[src/rtl/ahbdma_pkg.sv]
// ahbdma_pkg
// Shared types and AHB-Lite encodings for the AHB DMA manager.
//   state_t        - copy engine states
//   HTRANS_*       - transfer-type encodings used by the manager
//   HBURST_SINGLE  - the only burst type issued
//   HPROT_DATA     - protection attributes for every transfer
//   size_for_xlen  - HSIZE encoding for a given data width

package ahbdma_pkg;

    typedef enum logic [2:0] {
        ST_IDLE  = 3'd0,
        ST_RADDR = 3'd1,
        ST_RDATA = 3'd2,
        ST_WADDR = 3'd3,
        ST_WDATA = 3'd4,
        ST_FIN   = 3'd5
    } state_t;

    localparam logic [1:0] HTRANS_IDLE   = 2'b00;
    localparam logic [1:0] HTRANS_NONSEQ = 2'b10;
    localparam logic [2:0] HBURST_SINGLE = 3'b000;
    localparam logic [3:0] HPROT_DATA    = 4'b0011;

    function automatic logic [2:0] size_for_xlen(input int xlen);
        return (xlen == 32) ? 3'd2 : 3'd3;
    endfunction

endpackage

[src/rtl/ahbdma_addrgen.sv]
// ahbdma_addrgen
// Source/destination address and remaining-word counters for the copy engine.
// Loaded when a copy is launched; stepped once per completed word.
// Ports:
//   HCLK, HRESETn        clock, async active-low reset
//   load                 capture src_load/dst_load/len_load
//   step                 advance both addresses by one word, decrement count
//   src_load, dst_load   word-aligned start addresses
//   len_load             number of words to copy
//   src_next             address of the next source word (current src + STRIDE)
//   dst                  current destination address
//   count                words still to copy
//   count_zero           count == 0

module ahbdma_addrgen
    import ahbdma_pkg::*;
#(
    parameter int PA_BITS = 34,
    parameter int LEN_W   = 16,
    parameter int STRIDE  = 8
) (
    input  logic               HCLK,
    input  logic               HRESETn,
    input  logic               load,
    input  logic               step,
    input  logic [PA_BITS-1:0] src_load,
    input  logic [PA_BITS-1:0] dst_load,
    input  logic [LEN_W-1:0]   len_load,
    output logic [PA_BITS-1:0] src_next,
    output logic [PA_BITS-1:0] dst,
    output logic [LEN_W-1:0]   count,
    output logic               count_zero
);

    localparam logic [PA_BITS-1:0] STRIDE_A = PA_BITS'(STRIDE);

    logic [PA_BITS-1:0] src;

    // Address sums are PA_BITS wide, so running off the top wraps to 0.
    always_ff @(posedge HCLK or negedge HRESETn) begin
        if (!HRESETn) begin
            src   <= '0;
            dst   <= '0;
            count <= '0;
        end else if (load) begin
            src   <= src_load;
            dst   <= dst_load;
            count <= len_load;
        end else if (step) begin
            src   <= src_next;
            dst   <= dst + STRIDE_A;
            count <= count - LEN_W'(1);
        end
    end

    assign src_next   = src + STRIDE_A;
    assign count_zero = (count == '0);

endmodule

[src/rtl/ahb_dma_manager.sv]
// ahb_dma_manager
// AHB-Lite manager that copies Len XLEN-wide words from SrcAddr to DstAddr,
// one single read followed by one single write per word, never more than one
// transfer outstanding.
// Optional feature macro: AHBDMA_ABORT_EN adds the Abort input; an abort lets
// the word in flight finish, then ends the copy with a normal Done.
// Ports:
//   HCLK, HRESETn              bus clock, async active-low reset
//   Start, SrcAddr, DstAddr,   launch a copy (ignored while Busy)
//   Len
//   Abort                      (AHBDMA_ABORT_EN only) stop after current word
//   Busy, Done, Err, ErrAddr   status; ErrAddr holds the faulting address
//   HADDR..HMASTLOCK           AHB-Lite manager outputs
//   HRDATA, HREADY, HRESP      AHB-Lite manager inputs
//
// state  | meaning
// IDLE   | waiting for Start
// RADDR  | read address phase (NONSEQ, HWRITE=0, HADDR=src)
// RDATA  | read data phase, data captured on an OKAY response
// WADDR  | write address phase (NONSEQ, HWRITE=1, HADDR=dst)
// WDATA  | write data phase, counters step on an OKAY response
// FIN    | Done pulse, back to IDLE

module ahb_dma_manager
    import ahbdma_pkg::*;
#(
    parameter int PA_BITS = 34,
    parameter int XLEN    = 64,
    parameter int LEN_W   = 16
) (
    input  logic                HCLK,
    input  logic                HRESETn,
    input  logic                Start,
    input  logic [PA_BITS-1:0]  SrcAddr,
    input  logic [PA_BITS-1:0]  DstAddr,
    input  logic [LEN_W-1:0]    Len,
`ifdef AHBDMA_ABORT_EN
    input  logic                Abort,
`endif
    output logic                Busy,
    output logic                Done,
    output logic                Err,
    output logic [PA_BITS-1:0]  ErrAddr,
    output logic [PA_BITS-1:0]  HADDR,
    output logic [XLEN-1:0]     HWDATA,
    output logic [XLEN/8-1:0]   HWSTRB,
    output logic                HWRITE,
    output logic [2:0]          HSIZE,
    output logic [2:0]          HBURST,
    output logic [3:0]          HPROT,
    output logic [1:0]          HTRANS,
    output logic                HMASTLOCK,
    input  logic [XLEN-1:0]     HRDATA,
    input  logic                HREADY,
    input  logic                HRESP
);

    localparam int                 BYTES      = XLEN / 8;
    localparam logic [PA_BITS-1:0] ALIGN_MASK = ~(PA_BITS'(BYTES - 1));

    state_t             state;
    logic [XLEN-1:0]    data_q;
    logic               accept_start;
    logic               step;
    logic               last_word;
    logic               stop_early;
    logic               finish_copy;
    logic [PA_BITS-1:0] src_next;
    logic [PA_BITS-1:0] dst;
    logic [LEN_W-1:0]   count;
    logic               count_zero;

    assign HSIZE     = size_for_xlen(XLEN);
    assign HBURST    = HBURST_SINGLE;
    assign HPROT     = HPROT_DATA;
    assign HMASTLOCK = 1'b0;

    // FIN is not busy, so a Start coinciding with the Done pulse is honoured.
    assign accept_start = Start && ((state == ST_IDLE) || (state == ST_FIN));
    assign step         = (state == ST_WDATA) && HREADY && !HRESP;
    // count_zero can only be seen here if Len wrapped; treat it as last too.
    assign last_word    = (count == LEN_W'(1)) || count_zero;
    assign finish_copy  = last_word || stop_early;

`ifdef AHBDMA_ABORT_EN
    logic abort_pend;

    // An abort is remembered until the word in flight completes its write.
    always_ff @(posedge HCLK or negedge HRESETn) begin
        if (!HRESETn) begin
            abort_pend <= 1'b0;
        end else if (accept_start) begin
            abort_pend <= 1'b0;
        end else if (Busy && Abort) begin
            abort_pend <= 1'b1;
        end
    end

    assign stop_early = abort_pend || Abort;
`else
    assign stop_early = 1'b0;
`endif

    ahbdma_addrgen #(
        .PA_BITS (PA_BITS),
        .LEN_W   (LEN_W),
        .STRIDE  (BYTES)
    ) u_addrgen (
        .HCLK       (HCLK),
        .HRESETn    (HRESETn),
        .load       (accept_start),
        .step       (step),
        .src_load   (SrcAddr & ALIGN_MASK),
        .dst_load   (DstAddr & ALIGN_MASK),
        .len_load   (Len),
        .src_next   (src_next),
        .dst        (dst),
        .count      (count),
        .count_zero (count_zero)
    );

    // Bus outputs are set on entry to the state that presents them, so HADDR
    // and HWRITE only move when an address phase begins and stay put through
    // every stalled cycle.
    always_ff @(posedge HCLK or negedge HRESETn) begin
        if (!HRESETn) begin
            state   <= ST_IDLE;
            HTRANS  <= HTRANS_IDLE;
            HADDR   <= '0;
            HWRITE  <= 1'b0;
            HWDATA  <= '0;
            HWSTRB  <= '0;
            Busy    <= 1'b0;
            Done    <= 1'b0;
            Err     <= 1'b0;
            ErrAddr <= '0;
            data_q  <= '0;
        end else begin
            Done <= 1'b0;
            Err  <= 1'b0;
            if (accept_start) begin
                ErrAddr <= '0;
                if (Len != '0) begin
                    state  <= ST_RADDR;
                    HTRANS <= HTRANS_NONSEQ;
                    HWRITE <= 1'b0;
                    HADDR  <= SrcAddr & ALIGN_MASK;
                    Busy   <= 1'b1;
                end else begin
                    state <= ST_FIN;
                    Done  <= 1'b1;
                    Busy  <= 1'b0;
                end
            end else begin
                case (state)
                    ST_IDLE: ;
                    ST_RADDR: begin
                        if (HREADY) begin
                            state  <= ST_RDATA;
                            HTRANS <= HTRANS_IDLE;
                        end
                    end
                    ST_RDATA: begin
                        if (HRESP) begin
                            // HADDR still holds the faulting read address.
                            ErrAddr <= HADDR;
                            if (HREADY) begin
                                state <= ST_IDLE;
                                Err   <= 1'b1;
                                Busy  <= 1'b0;
                            end
                        end else if (HREADY) begin
                            data_q <= HRDATA;
                            state  <= ST_WADDR;
                            HTRANS <= HTRANS_NONSEQ;
                            HWRITE <= 1'b1;
                            HADDR  <= dst;
                        end
                    end
                    ST_WADDR: begin
                        if (HREADY) begin
                            state  <= ST_WDATA;
                            HTRANS <= HTRANS_IDLE;
                            HWDATA <= data_q;
                            HWSTRB <= '1;
                        end
                    end
                    ST_WDATA: begin
                        if (HRESP) begin
                            ErrAddr <= HADDR;
                            if (HREADY) begin
                                state  <= ST_IDLE;
                                HWSTRB <= '0;
                                Err    <= 1'b1;
                                Busy   <= 1'b0;
                            end
                        end else if (HREADY) begin
                            HWSTRB <= '0;
                            if (finish_copy) begin
                                state <= ST_FIN;
                                Done  <= 1'b1;
                                Busy  <= 1'b0;
                            end else begin
                                state  <= ST_RADDR;
                                HTRANS <= HTRANS_NONSEQ;
                                HWRITE <= 1'b0;
                                HADDR  <= src_next;
                            end
                        end
                    end
                    ST_FIN: begin
                        state <= ST_IDLE;
                    end
                    default: begin
                        state  <= ST_IDLE;
                        HTRANS <= HTRANS_IDLE;
                        Busy   <= 1'b0;
                    end
                endcase
            end
        end
    end

endmodule

[config.mk]
export PLATFORM = sky130hd
export DESIGN_NAME = ahb_dma_manager
export DESIGN_NICKNAME = d
export VERILOG_FILES = /design/src/rtl/ahbdma_pkg.sv /design/src/rtl/ahbdma_addrgen.sv /design/src/rtl/ahb_dma_manager.sv
export SDC_FILE = /design/constraint.sdc
export NUM_CORES = 1
export LEC_CHECK = 0
export ABC_CLOCK_PERIOD_IN_PS = 2100
export BUFFER_PORTS_ARGS = -buffer_cell sky130_fd_sc_hd__buf_4
export CORE_UTILIZATION = 45
export CTS_CLUSTER_DIAMETER = 30
export DETAILED_ROUTE_END_ITERATION = 16
export MAX_ROUTING_LAYER = met4
export PLACE_DENSITY_LB_ADDON = 0.05
export SLEW_MARGIN = 20
export SYNTH_ARGS = -nofsm -noshare
export SYNTH_HDL_FRONTEND = slang
export SYNTH_SLANG_ARGS = --single-unit
[constraint.sdc]
create_clock -name HCLK -period 2.1 [get_ports HCLK]
set_input_delay 0.42 -clock HCLK [delete_from_list [all_inputs] [get_ports HCLK]]
set_output_delay 0.42 -clock HCLK [all_outputs]
set_load 0.01 [all_outputs]
# --- After elaboration in Yosys (flattened, before gate mapping) ---
# Index checks and enable logic that the tools add are counted.
totals:
  ff_bits: 297
  inputBits: 153
  output_inout_bits: 157
  wordCells: 135
classes:
  add_sub_neg: 3
  n_eq_ne: 24
  muxes: 66
  n_bitwise: 2
  reduce_logical: 26
op_table:
  columns: ["op", "n"]
  rows:
  - ["34-bit two-way mux", 14]
  - ["34-bit by 4-bit adder with 34-bit output (second input constant)", 2]
  - ["34-bit one-hot mux with 2 select lines", 1]
  - ["16-bit two-way mux", 2]
  - ["3-bit two-way mux", 10]
  - ["1-bit two-way mux", 24]
  - ["3-bit inequality test (second input constant)", 8]
  - ["16-bit by 1-bit equality test with 1-bit output (second input constant)", 1]
  - ["16-bit zero test", 1]
  - ["2-bit two-way mux", 8]
  - ["8-bit two-way mux", 2]
  - ["8-bit one-hot mux with 2 select lines", 1]
  - ["16-bit nonzero test", 1]
  - ["16-bit by 1-bit subtractor with 16-bit output (second input constant)", 1]
  - ["3-bit one-hot mux with 5 select lines", 1]
  - ["4-bit inequality test (second input constant)", 3]
  - ["4-bit AND reduction", 3]
  - ["2-bit one-hot mux with 4 select lines", 1]
  - ["8-bit AND reduction", 1]
  - ["2-bit nonzero test", 4]
  - ["7-bit AND reduction", 1]
  - ["3-bit by 2-bit equality test with 1-bit output (second input constant)", 2]
  - ["3-bit equality test (second input constant)", 2]
  - ["2-bit by 1-bit inequality test with 1-bit output (second input constant)", 3]
  - ["other kinds (16)", 24]

# --- Longest topological paths before layout ---
logic_depth:
  word_depth: 7
  mapped_depth: 9
  ltp_nobuf: 7

# --- Hierarchy ---
# From an unflattened synthesis, not the netlist that was laid out.
unflattened:
  hier_cells: 1254
  hier_area_um2: 14108.5
modules_own_cells:
  columns: ["mod", "instances", "cells_per_inst", "area_each_um2", "seq_area_each_um2"]
  rows:
  - ["ahb_dma_manager", 1, 646, 8877.3, 5129.9]
  - ["ahbdma_addrgen", 1, 608, 5231.3, 2102.0]

# --- Worst setup path before layout ---
# OpenSTA, ideal clock, no wires.
synth_timing:
  kind: "register to register"
  start: "register u_addrgen.src[3]"
  end: "register HADDR[33]"
  setup_time_ns: 0.082
  arrival_ns: 1.914
  required_time_ns: 2.018
  slack_ns: 0.104
  stages_incl_launch_ff: 9
  path_buffers: 1
  synth_period_minus_slack_ns: 1.996
  cell_sequence: "dfrtp_1 ha_1 nand4_2 nor4_2 buf_4 nand2_1 nor4_1 a21oi_1 a31oi_1"
synth_between:
  elab_chain_cells: 6
synth_rtl:
  columns: ["item", "line", "source"]
  rows:
  - ["start: declaration", "ahbdma_addrgen.sv:37", "logic [PA_BITS-1:0] src;"]
  - ["start signal: assignment", "ahbdma_addrgen.sv:46", "src <= src_load;"]
  - ["start signal: assignment", "ahbdma_addrgen.sv:50", "src <= src_next;"]
  - ["34-bit by 4-bit adder with 34-bit output", "ahbdma_addrgen.sv:56", "assign src_next = src + STRIDE_A;"]
  - ["34-bit two-way mux", "ahb_dma_manager.sv:199", "if (finish_copy) begin"]
  - ["34-bit two-way mux", "ahb_dma_manager.sv:197", "end else if (HREADY) begin"]
  - ["34-bit two-way mux", "ahb_dma_manager.sv:189", "if (HRESP) begin"]
  - ["34-bit one-hot mux with 2 select lines", "ahb_dma_manager.sv:155", "case (state)"]
  - ["34-bit two-way mux", "ahb_dma_manager.sv:141", "if (accept_start) begin"]
  - ["end signal: assignment", "ahb_dma_manager.sv:147", "HADDR <= SrcAddr & ALIGN_MASK;"]
  - ["end signal: assignment", "ahb_dma_manager.sv:177", "HADDR <= dst;"]
  - ["end signal: assignment", "ahb_dma_manager.sv:207", "HADDR <= src_next;"]
  - ["end: declaration", "ahb_dma_manager.sv:44", "output logic [PA_BITS-1:0] HADDR,"]
# Every way passes these cells. The select of a mux whose other input is x is not followed.
# A chain may end at the register's enable or synchronous reset.

# --- Worst setup path after layout ---
layout_timing:
  start: "register state[0]"
  end: "register HADDR[19]"
layout_between:
  elab_chain_cells: 5
  elab_cells_between_ends: 16
  cone_classes: "eq/ne (9); mux (2); reduce/logical (5)"
layout_rtl:
  columns: ["item", "line", "source"]
  rows:
  - ["start: declaration", "ahb_dma_manager.sv:61", "state_t state;"]
  - ["start signal: assignment", "ahb_dma_manager.sv:127", "state <= ST_IDLE;"]
  - ["start signal: assignment", "ahb_dma_manager.sv:144", "state <= ST_RADDR;"]
  - ["start signal: assignment", "ahb_dma_manager.sv:150", "state <= ST_FIN;"]
  - ["3-bit equality test or 3-bit zero test (tied branches)", "ahb_dma_manager.sv:79", "assign accept_start = Start && ((state == ST_IDLE) || (state == ST_FIN));"]
  - ["1-bit logical OR", "ahb_dma_manager.sv:79", null]
  - ["1-bit logical AND", "ahb_dma_manager.sv:79", null]
  - ["3-bit inequality test (no line), or another cell as far along", null, null]
  - ["7-bit AND reduction (no line)", null, null]
# Parallel ways exist; a longest one is shown, timed or not.

==> metrics.md <==
| Metric | Value |
|---|---|
| Outcome | `completed` |
| Required time worst endpoint | `2.52 ns` |
| Worst hold path type | `input port to flip-flop` |
| First-pass GRT wire length | `57,600 microns` |
| GRT Util Overall | `25.8%` |
| M1 GR Usage | `35.2%` |
| Max clock buf depth | `3` |
| Max Slew Vio Count | `0` |
| Pre-antenna DRT Iters | `7` |
| Switching pwr | `10,900 uW` |
| Clock skew | `0.0138 ns` |
| Syn Std Cell Area | `13,100 sq um` |
| Initial Util | `45.7%` |
| Share of cells above drive strength 1 | `43.4%` |
| Sequential power share | `30.3%` |
| # setup viols final | `0` |
| Mapped Cells | `1,205` |
| DRC | `0` |
| GR peak layer | `met2` |
| Final clock period utilization by the worst path | `97.5%` |
| WHS | `0.0865 ns` |
| Met2 Usage GRT | `37.0%` |
| Yosys reg bits | `279` |
| Pwr/cell area | `1700 nW/um^2` |
| Internal power | `22,000 uW` |
| Placed Cells | `1,915` |
| Combinational Power Share | `35.6%` |
| Sink Count | `279` |
| Commonest non-fill, non-tap cell in the layout | `buf_4` |
| Clk pwr share | `34.2%` |
| Total routed wirelength | `37,900 microns` |
| RSZ-0062 raised after global routing | `yes` |
| Antenna cells | `0` |
| Arrival time worst endpoint | `2.47 ns` |
| Worst setup path class | `flip-flop to flip-flop` |
| CP Max Fanout | `8` |
| Synth Flop Type | `dfrtp_1` |
| Initial antenna violation count | `0` |
| Sequential share of the synthesized area | `53.4%` |
| Final ANT Viol Nets | `0` |
| Die width | `172 microns` |
| Max Cap Violations | `0` |
| Clk_lat worst skew | `0.55 ns` |
| Area Growth Syn to Fin | `47.8%` |
| Switch share | `33.1%` |
| Clk slew on worst S/H paths | `0.04 ns` |
| Finished Layout Cells | `2,063` |
| # port buffers | `291` |
| IO Pins | `310` |
| Worst-margin pin slew | `0.570 ns` |
| Fin crit period | `2.05 ns` |
| Static leakage | `0.00887 uW` |
| EDFF count, synth | `0` |
| GP Congestion | `0.819` |
| Vias per std cell | `5.38` |
| Total CTS buffers | `71` |
| Die area | `29,700 sq um` |
| Row cnt | `62` |
| Post-place setup slack | `-0.166 ns` |
| DP Wirelength | `25,800 microns` |
| Vias | `11.1k` |
| Peak supply drop | `0.903 mV` |
| 1st-iter DRT viols | `792` |
| Avg Synthesized Cell Area | `10.9 sq um` |
| Drt wl/cell | `18.4 microns` |
| Yosys warns | `0` |
| Final hold vios | `0` |
| Die Span Y | `172 microns` |
| Ys async rst share | `100%` |
| Root Driver | `clkbuf_16` |
| Fmax achieved | `0.488 GHz` |
| Core ar. | `28,600 sq um` |
| Met3 Use GR | `5.86%` |
| Vias in the first global route | `10.7k` |
| CTS H-tree depth | `3` |
| Worst Setup End Kind | `flip-flop` |
| Count of cell types in the netlist | `67` |
| TritonCTS clock tree | `built` |
| CP startpoint kind | `flip-flop` |
| NumNets Final | `1,781` |
| Most frequent cells in the layout | `buf_4, dfrtp_1, nand2_1` |
| Pin count of the biggest net entering global routing | `73` |
| TNS Setup | `0 ns` |
| Slew margin rel. | `61.6%` |
| Final Worst Setup Slack | `0.0522 ns` |
| Grt ovf | `0` |
[synthesized netlist by cell type (12+ instances only)]
master	instances	area, sq um
buf_2	20	100
nand2_1	143	537
dfrtp_1	279	6980
clkbuf_1	47	176
a22o_1	32	280
o211ai_1	23	173
a221o_1	12	120
inv_1	13	48.8
nand3_1	35	175
xnor2_1	41	359
o21ai_0	60	300
nor3_1	20	100
nor4_1	14	87.6
a31oi_1	25	156
mux2_2	128	1440
xor2_1	19	166
a21oi_1	41	205
nor2_1	75	282
nand4_1	18	113
buf_4	25	188
[power groups by stage]
stage | Clock (uW) | Combinational, uW | Sequential [uW]
final | 11200 | 11700 | 9950
after global routing | 11800 | 12700 | 10300
after floorplan | 0 | 5650 | 9950
after global placement | 0 | 10800 | 9780
after CTS | 11400 | 11100 | 9880
after detailed placement | 0 | 11000 | 9880
[metrics by stage]
| step | util, % | cell area, sq um | total power [uW] |
|---|---|---|---|
| after floorplan | - | 13100 | 15600 |
| after global placement | 57.5 | 16500 | 20600 |
| after detailed placement | 57.5 | 16500 | 20900 |
| after CTS | 66.3 | 19000 | 32400 |
| after global routing | 67.5 | 19300 | 34800 |
| final | 67.5 | 19300 | 32900 |
[state kept, by name, indices dropped and copies added (netlist names)]
register,cells
Done,1
u_addrgen.src,31
HTRANS,1
state,3
HWDATA,64
u_addrgen.count,16
HWRITE,1
u_addrgen.dst,31
Busy,1
HWSTRB,1
HADDR,32
Err,1
data_q,64
ErrAddr,32
[logic make-up (layout without fill, tap and decap cells)]
family	Yosys count	count (layout)	synth area share, %
and+or+nand+nor	367	367	13.8
DFF	279	279	53.4
AOI/OAI and AO/OA	251	251	13.0
muxes	129	129	11.1
buffers and inverters	112	576	4.13
xor gates and xnor gates	60	60	4.02
adders and majority gates	5	5	0.478
other	2	12	0.0574
[routing by layer]
layer | routed length [microns] | share of wire [%]
met5 | 0 | 0
met2 | 17200 | 45
met1 | 16900 | 45
met4 | 984 | 2.6
met3 | 2830 | 7.5
[what timing repair did]
item	in CTS	in global routing
hold endpoints to repair	37	0
hold buffers	1	0
gates resized for setup	2	36
setup endpoints to repair	23	44
buffers inserted	0	14
cloned	0	4
pin swaps	0	11
[final timing paths]
path / depth (start not counted) / start / slack, ns / to
max: 7 / state[0]$_DFFE_PN0P_ / 0.05 / HADDR[19]$_DFFE_PN0P_
min: 3 / DstAddr[8] / 0.09 / u_addrgen.dst[8]$_DFFE_PN0P_
max reg2reg: 7 / state[0]$_DFFE_PN0P_ / 0.05 / HADDR[19]$_DFFE_PN0P_
min reg2reg: 1 / data_q[6]$_DFFE_PN0P_ / 0.49 / HWDATA[6]$_DFFE_PN0P_
max in group asynchronous: 3 / HRESETn / 0.99 / data_q[19]$_DFFE_PN0P_
min in group asynchronous: 2 / HRESETn / 0.38 / HADDR[6]$_DFFE_PN0P_
[cell type report]
type	count	area (sq um)
Fill cell	2256	9300
Sequential cell	279	6990
Multi-Input combinational cell	824	5760
Timing Repair Buffer	434	3540
Clock buffer	98	2030
Clock inverter	31	480
Tap cell	384	480
Inverter	13	48.8
[critical path, cell delays in order (launching register included)]
cell and delay, ns:
dfrtp_2 0.44, buf_4 0.16, xnor2_2 0.18, and2_4 0.22, nand2_1 0.11, a31oi_4 0.29
buf_12 0.19, mux2_1 0.32
No activity file was read; power rests on OpenSTA's default activity.
